[src/rtl/cfg_bitstream_loader_if.sv]
`default_nettype none
// ============================================================================
// Module  : cfg_bitstream_loader_if
// Brief   : Config-RAM read port plus serial scan-chain output bundle for
//           the bitstream loader.
// Revision: 1.0 - initial release
// ============================================================================
interface cfg_bitstream_loader_if #(
    parameter int WORD_W = 32,
    parameter int ADDR_W = 4
);
    logic              start;
    logic              hold;
    logic              rd_en;
    logic [ADDR_W-1:0] rd_addr;
    logic [WORD_W-1:0] rd_data;
    logic              sout;
    logic              sen;
    logic              busy;
    logic              done;

    // The loader drives the RAM read port and the scan chain.
    modport master (
        input  start,
        input  hold,
        input  rd_data,
        output rd_en,
        output rd_addr,
        output sout,
        output sen,
        output busy,
        output done
    );

    modport slave (
        output start,
        output hold,
        output rd_data,
        input  rd_en,
        input  rd_addr,
        input  sout,
        input  sen,
        input  busy,
        input  done
    );
endinterface
`default_nettype wire

[src/rtl/cfg_bitstream_loader.sv]
`default_nettype none
// ============================================================================
// Module  : cfg_bitstream_loader
// Brief   : Reads configuration words from a synchronous RAM and shifts them
//           MSB-first onto the fabric scan chain with a shift-enable.
// Revision: 1.0 - initial release
// ============================================================================
module cfg_bitstream_loader #(
    parameter int WORD_W    = 32,
    parameter int NUM_WORDS = 15,
    parameter int ADDR_W    = 4
) (
    input wire                     clk,
    input wire                     rst_n,
    cfg_bitstream_loader_if.master bus
);

    localparam int                BIT_W    = (WORD_W > 1) ? $clog2(WORD_W) : 1;
    localparam logic [BIT_W-1:0]  LAST_BIT = BIT_W'(WORD_W - 1);
    localparam logic [ADDR_W-1:0] LAST_IDX = ADDR_W'(NUM_WORDS - 1);

    typedef enum logic [2:0] {
        S_IDLE  = 3'd0,
        S_READ  = 3'd1,
        S_LOAD  = 3'd2,
        S_SHIFT = 3'd3,
        S_FIN   = 3'd4
    } state_t;

    state_t              state_q,    state_d;
    logic [WORD_W-1:0]   shreg_q,    shreg_d;
    logic [BIT_W-1:0]    bit_cnt_q,  bit_cnt_d;
    logic [ADDR_W-1:0]   word_idx_q, word_idx_d;
    logic                rd_en_q,    rd_en_d;
    logic [ADDR_W-1:0]   rd_addr_q,  rd_addr_d;
    logic                sout_q,     sout_d;
    logic                sen_q,      sen_d;
    logic                busy_q,     busy_d;
    logic                done_q,     done_d;

    always_ff @(posedge clk) begin
        if (!rst_n) begin
            state_q    <= S_IDLE;
            shreg_q    <= '0;
            bit_cnt_q  <= '0;
            word_idx_q <= '0;
            rd_en_q    <= 1'b0;
            rd_addr_q  <= '0;
            sout_q     <= 1'b0;
            sen_q      <= 1'b0;
            busy_q     <= 1'b0;
            done_q     <= 1'b0;
        end else begin
            state_q    <= state_d;
            shreg_q    <= shreg_d;
            bit_cnt_q  <= bit_cnt_d;
            word_idx_q <= word_idx_d;
            rd_en_q    <= rd_en_d;
            rd_addr_q  <= rd_addr_d;
            sout_q     <= sout_d;
            sen_q      <= sen_d;
            busy_q     <= busy_d;
            done_q     <= done_d;
        end
    end

    always_comb begin
        state_d    = state_q;
        shreg_d    = shreg_q;
        bit_cnt_d  = bit_cnt_q;
        word_idx_d = word_idx_q;
        rd_en_d    = 1'b0;
        rd_addr_d  = rd_addr_q;
        sout_d     = sout_q;
        sen_d      = 1'b0;
        busy_d     = busy_q;
        done_d     = 1'b0;

        case (state_q)
            S_IDLE: begin
                // A start coinciding with the done pulse must not relaunch.
                if (bus.start && !done_q) begin
                    state_d    = S_READ;
                    busy_d     = 1'b1;
                    rd_en_d    = 1'b1;
                    rd_addr_d  = '0;
                    word_idx_d = '0;
                    bit_cnt_d  = '0;
                end
            end
            S_READ: begin
                state_d = S_LOAD;
            end
            S_LOAD: begin
                shreg_d   = bus.rd_data;
                bit_cnt_d = '0;
                state_d   = S_SHIFT;
            end
            S_SHIFT: begin
                if (!bus.hold) begin
                    sout_d    = shreg_q[WORD_W-1];
                    sen_d     = 1'b1;
                    shreg_d   = shreg_q << 1;
                    bit_cnt_d = bit_cnt_q + BIT_W'(1);
                    if (bit_cnt_q == LAST_BIT) begin
                        if (word_idx_q == LAST_IDX) begin
                            state_d = S_FIN;
                        end else begin
                            word_idx_d = word_idx_q + ADDR_W'(1);
                            rd_addr_d  = word_idx_q + ADDR_W'(1);
                            rd_en_d    = 1'b1;
                            state_d    = S_READ;
                        end
                    end
                end
            end
            S_FIN: begin
                sout_d  = 1'b0;
                busy_d  = 1'b0;
                done_d  = 1'b1;
                state_d = S_IDLE;
            end
            default: begin
                state_d = S_IDLE;
            end
        endcase
    end

    assign bus.rd_en   = rd_en_q;
    assign bus.rd_addr = rd_addr_q;
    assign bus.sout    = sout_q;
    assign bus.sen     = sen_q;
    assign bus.busy    = busy_q;
    assign bus.done    = done_q;

endmodule
`default_nettype wire
[src/flat_wrapper.sv]
// flat-port wrapper written by rule: the top's interface ports become plain ports
module cfg_bitstream_loader_flat 
#(
    parameter int WORD_W    = 32,
    parameter int NUM_WORDS = 15,
    parameter int ADDR_W    = 4
)
  (clk, rst_n, bus_start, bus_hold, bus_rd_data, bus_rd_en, bus_rd_addr, bus_sout, bus_sen, bus_busy, bus_done);
  cfg_bitstream_loader_if #(.WORD_W(WORD_W), .ADDR_W(ADDR_W)) bus_i ();
  input wire clk;
  input wire rst_n;
  input wire logic [$bits(bus_i.start)-1:0] bus_start;
  input wire logic [$bits(bus_i.hold)-1:0] bus_hold;
  input wire logic [$bits(bus_i.rd_data)-1:0] bus_rd_data;
  output wire logic [$bits(bus_i.rd_en)-1:0] bus_rd_en;
  output wire logic [$bits(bus_i.rd_addr)-1:0] bus_rd_addr;
  output wire logic [$bits(bus_i.sout)-1:0] bus_sout;
  output wire logic [$bits(bus_i.sen)-1:0] bus_sen;
  output wire logic [$bits(bus_i.busy)-1:0] bus_busy;
  output wire logic [$bits(bus_i.done)-1:0] bus_done;
  assign bus_i.start = bus_start;
  assign bus_i.hold = bus_hold;
  assign bus_i.rd_data = bus_rd_data;
  assign bus_rd_en = bus_i.rd_en;
  assign bus_rd_addr = bus_i.rd_addr;
  assign bus_sout = bus_i.sout;
  assign bus_sen = bus_i.sen;
  assign bus_busy = bus_i.busy;
  assign bus_done = bus_i.done;
  cfg_bitstream_loader #(.WORD_W(WORD_W), .NUM_WORDS(NUM_WORDS), .ADDR_W(ADDR_W)) u_core (.clk(clk), .rst_n(rst_n), .bus(bus_i));
endmodule
[config.mk]
export PLATFORM = sky130hd
export DESIGN_NAME = cfg_bitstream_loader_flat
export DESIGN_NICKNAME = d
export VERILOG_FILES = /design/src/rtl/cfg_bitstream_loader_if.sv /design/src/rtl/cfg_bitstream_loader.sv /design/src/flat_wrapper.sv
export SDC_FILE = /design/constraint.sdc
export NUM_CORES = 1
export LEC_CHECK = 0
export ABC_CLOCK_PERIOD_IN_PS = 1900
export BUFFER_PORTS_ARGS = -buffer_cell sky130_fd_sc_hd__buf_2
export CORE_ASPECT_RATIO = 0.5
export CORE_MARGIN = 3
export CORE_UTILIZATION = 49
export CTS_CLUSTER_DIAMETER = 40
export DETAILED_ROUTE_END_ITERATION = 8
export PLACE_DENSITY = 0.75
export SKIP_CTS_REPAIR_TIMING = 1
export SKIP_LAST_GASP = 1
export SYNTH_ARGS = -nofsm -noshare
export SYNTH_HDL_FRONTEND = slang
export SYNTH_SLANG_ARGS = --single-unit
export TNS_END_PERCENT = 50
[constraint.sdc]
create_clock -name clk -period 1.9 [get_ports clk]
set_clock_uncertainty 0.2 [all_clocks]
set_input_delay 0.475 -clock clk [delete_from_list [all_inputs] [get_ports clk]]
set_output_delay 0.475 -clock clk [all_outputs]
set_load 0.1 [all_outputs]
==> out/results.txt <==
Number of nets in the synthesized netlist: 310
Number of different library cells in the post-synthesis netlist: 37
CP Max Fanout: 3
Number of top-level design ports: 45
H-Tree Level Count: 2
Endpoint of the lowest-slack register-to-register path: u_core.bus.rd_addr[2]
Routability-driven placement congestion ratio: 0.810
Count of nets left with antenna violations after detail routing: 0
Worst Hold Class: register to register
Finish-stage setup viols: 3
Clock sink count: 49
Cell type with the highest occurrence count on the critical path: sky130_fd_sc_hd__ha_4
Y dimension of the die: 54.4 µm
Post-layout minimum cycle time: 2.01 ns
Cell chosen for the clock root: sky130_fd_sc_hd__clkbuf_8
Unrepaired setup endpoints after global routing: true
Critical path, cell by cell: ha_4 > and3_4 > ha_4 > and4b_2 > nand4_1 > or3b_1 > a21boi_1
Final Max Slew Viols: 0
Power, Total: 2070 µW
Crit path arrival time: 2.03 ns
Multiplexer share of the synthesized area: 0%
Total Wirelength: 5.24 mm
Fraction of synthesis flops using an asynchronous set or reset pin: 0%
Part of the power in combinational logic: 17.5%
Setup slack, reg-to-reg: -0.11 ns
Relative area change from synthesis to final layout: 19.1%
Placement Rows: 16
Wire length of the first global-routing pass: 8.63 mm
Number of enable flip-flop cells after synthesis: 0
Result of the run: finished, violations left
Internal power: 1490 µW
Cell area power density: 759 nW/µm²
Complex-gate fraction of the synthesized area: 20.8%
Die width: 103 µm
Main combinational cell family by area after synthesis: simple AND/OR/NAND/NOR gates
Syn Area/Cell: 8.49 µm²
Data required time of the critical path: 1.92 ns
Placement Cell Area: 2600 µm²
Clock-pin slew reported for the worst setup and hold paths after clock tree synthesis: 0.09 ns
Sequential area share after synthesis: 42.8%
# nets final: 353
Vias after detailed routing: 2086
Number of design-rule violations left by the first detailed-router iteration: 161
Total non-filler cell area in the finished layout: 2730 µm²
Worst-margin pin slew: 0.488 ns
Violations in the final reports: setup timing
Switch share: 28.0%
Worst Setup Path Type: register to register
Slew margin rel.: 67.7%
Number of clock buffers inserted by TritonCTS: 5
Pin count of the biggest net entering global routing: 64
Hold Crit Depth: 2
Length of the first detailed-routing pass in iterations: 6
Synth Area in XOR/XNOR: 0%
Setup crit start: u_core.bit_cnt_q[1]
Number of cell instances on the worst register-to-register path: 7
Routed length per instance: 14.3 µm
Worst r2r src: u_core.bit_cnt_q[1]
Die area: 5580 µm²
Non-filler cells, final: 366
Number of global-route vias before repair: 1995
Share of post-route cells with drive strength above 1: 26.3%
Slowest library cell on the worst path: sky130_fd_sc_hd__or3b_1
PnR worst setup slack: -0.111 ns
Final sum of negative setup slack: -0.227 ns
Hold Violations, Final: 0
Most used flip-flop cell after synthesis: sky130_fd_sc_hd__dfxtp_1
Gate Count Post-Synth: 270
Endpoint class of the critical path: register
Number of antenna violations at the first check in global routing: 0
Sequential Power Share: 55.5%
Cell Area, Synth: 2290 µm²
Share of the core filled with cells: 65.2%
GRT overflow: 0
Area share of fa/ha/maj cells after synthesis: 2.18%
Max Clk Rate: 497 MHz
Clock tree from TritonCTS: done
Yosys warnings: 0
Maximum VDD drop: 0.395 mV
Routed via count divided by cell count: 5.70
Number of antenna cells inserted: 0
Clk Latency, worst-skew pair: 0.29 ns
Basic-gate share of the synthesized area counting and, or, nand and nor cells: 28.8%
Hold path endpoint: u_core.bus.sout
Filler cell count in the final layout: 347
Hold path startpoint: u_core.bus.sout
Area of the placeable core: 4180 µm²
Instance count after placement with tap cells included: 359
Net Switching: 579 µW
Starting utilization of the core area: 54.8%
Worst stage delay on the critical path: 0.40 ns
Period utilisation layout: 106%
DR DRC count: 0
GRT Resource Usage Total: 19.6%
Worst-case clock buffer depth: 2
Setup crit start kind: register
Register bit total from synthesis: 49
Clock Power Share: 27.1%
MaxCap Viol Count: 0
Sum of net half-perimeters after detailed placement: 3.53 mm
Leakage Power: 0.00144 µW
Count of buffers from port buffering: 44
registers in the layout (all words and copies together), names as in the netlist:
name                flops
u_core.shreg_q         32
u_core.bit_cnt_q        5
u_core.bus.rd_addr      4
u_core.state_q          3
u_core.bus.busy         1
u_core.bus.done         1
u_core.bus.rd_en        1
u_core.bus.sen          1
u_core.bus.sout         1
cells in the final DEF (no fill, tap or decap), drive strengths merged, types with 4 or more instances in the layout:
cell type  Yosys  routed
a21oi          5       5
buf           12      60
clkbuf        12       5
dfxtp         49      49
ha             4       4
nand2         41      41
nand3         63      63
nor2           9       9
nor2b          4       4
o211a         31      31
o21ai          6       6
final cells by class:
class	count	area [µm²]	share of cell area, %
repair buffers	60	353	12.9
inverters	3	11.3	0.413
well taps	54	67.6	2.48
clock buffers	5	68.8	2.52
multi-input cells	194	1230	45.1
flip-flops and latches	49	992	36.4
clock inverters	1	5.00	0.183
worst max-delay path by stage:
stage                                 end  slack (ns)  depth (start not counted)
floorplan           u_core.bus.rd_addr[1]       -0.05                          7
global placement    u_core.bus.rd_addr[1]       -0.06                          7
detailed placement  u_core.bus.rd_addr[1]       -0.16                          7
CTS                 u_core.bus.rd_addr[1]       -0.19                          7
global route        u_core.bus.rd_addr[2]       -0.18                          7
finish              u_core.bus.rd_addr[2]       -0.11                          7
Yosys cell counts, drive strengths merged (2+ instances only):
master	number	area (µm²)
o21ai	6	30.0
nor3	2	10.0
inv	3	11.3
clkbuf	12	46.3
nor2b	4	25.0
and3	2	12.5
nand2b	2	12.5
a21boi	3	33.8
o22ai	2	12.5
nand3	63	315
nor4b	2	23.8
and2	2	12.5
a21oi	5	25.0
o2bb2ai	2	17.5
o211a	31	310
dfxtp	49	981
nand2	41	154
ha	4	50.1
nor2	9	33.8
nand4	2	12.5
nand3b	2	15.0
buf	12	66.3
cells by family (layout without fill, tap and decap cells):
group           count (synthesis)  in the layout
compound gates                 55             55
fa+ha+maj                       4              4
buf+inv                        27             69
flops                          49             49
simple gates                  135            135
stage by stage:
stage | setup WS (ns) | hold WS [ns]
after floorplan | -0.0453 | 0.230
after global placement | -0.0644 | 0.254
after detailed placement | -0.163 | 0.253
after CTS | -0.186 | 0.266
after global routing | -0.177 | 0.305
final | -0.111 | 0.277
power by group through the flow:
stage	Sequential (µW)	Clock [µW]	Combinational (µW)
finish	1150	561	362
global route	1160	613	403
CTS	1150	580	361
detailed placement	1170	0	360
global placement	1170	0	350
floorplan	1190	0	240
worst max-delay path, delay by kind of cell, from the launching register on:
family | cells | cell delay [ns]
AO/OA/AOI/OAI | 1 | 0.14
adder cells (fa/ha/maj) | 2 | 0.25
AND/OR/NAND/NOR | 4 | 0.99
flip-flops | 1 | 0.36
routing by layer:
metal / vias up / track usage (%) / part of all wire, %
met2: 53 / 34.3 / 47
met1: 977 / 24.7 / 48
li1: 1054 / - / -
met4: 0 / 5.01 / 0.36
met3: 2 / 4.83 / 4.5
met5: - / 0 / 0
(Power assumes the default switching activity.)
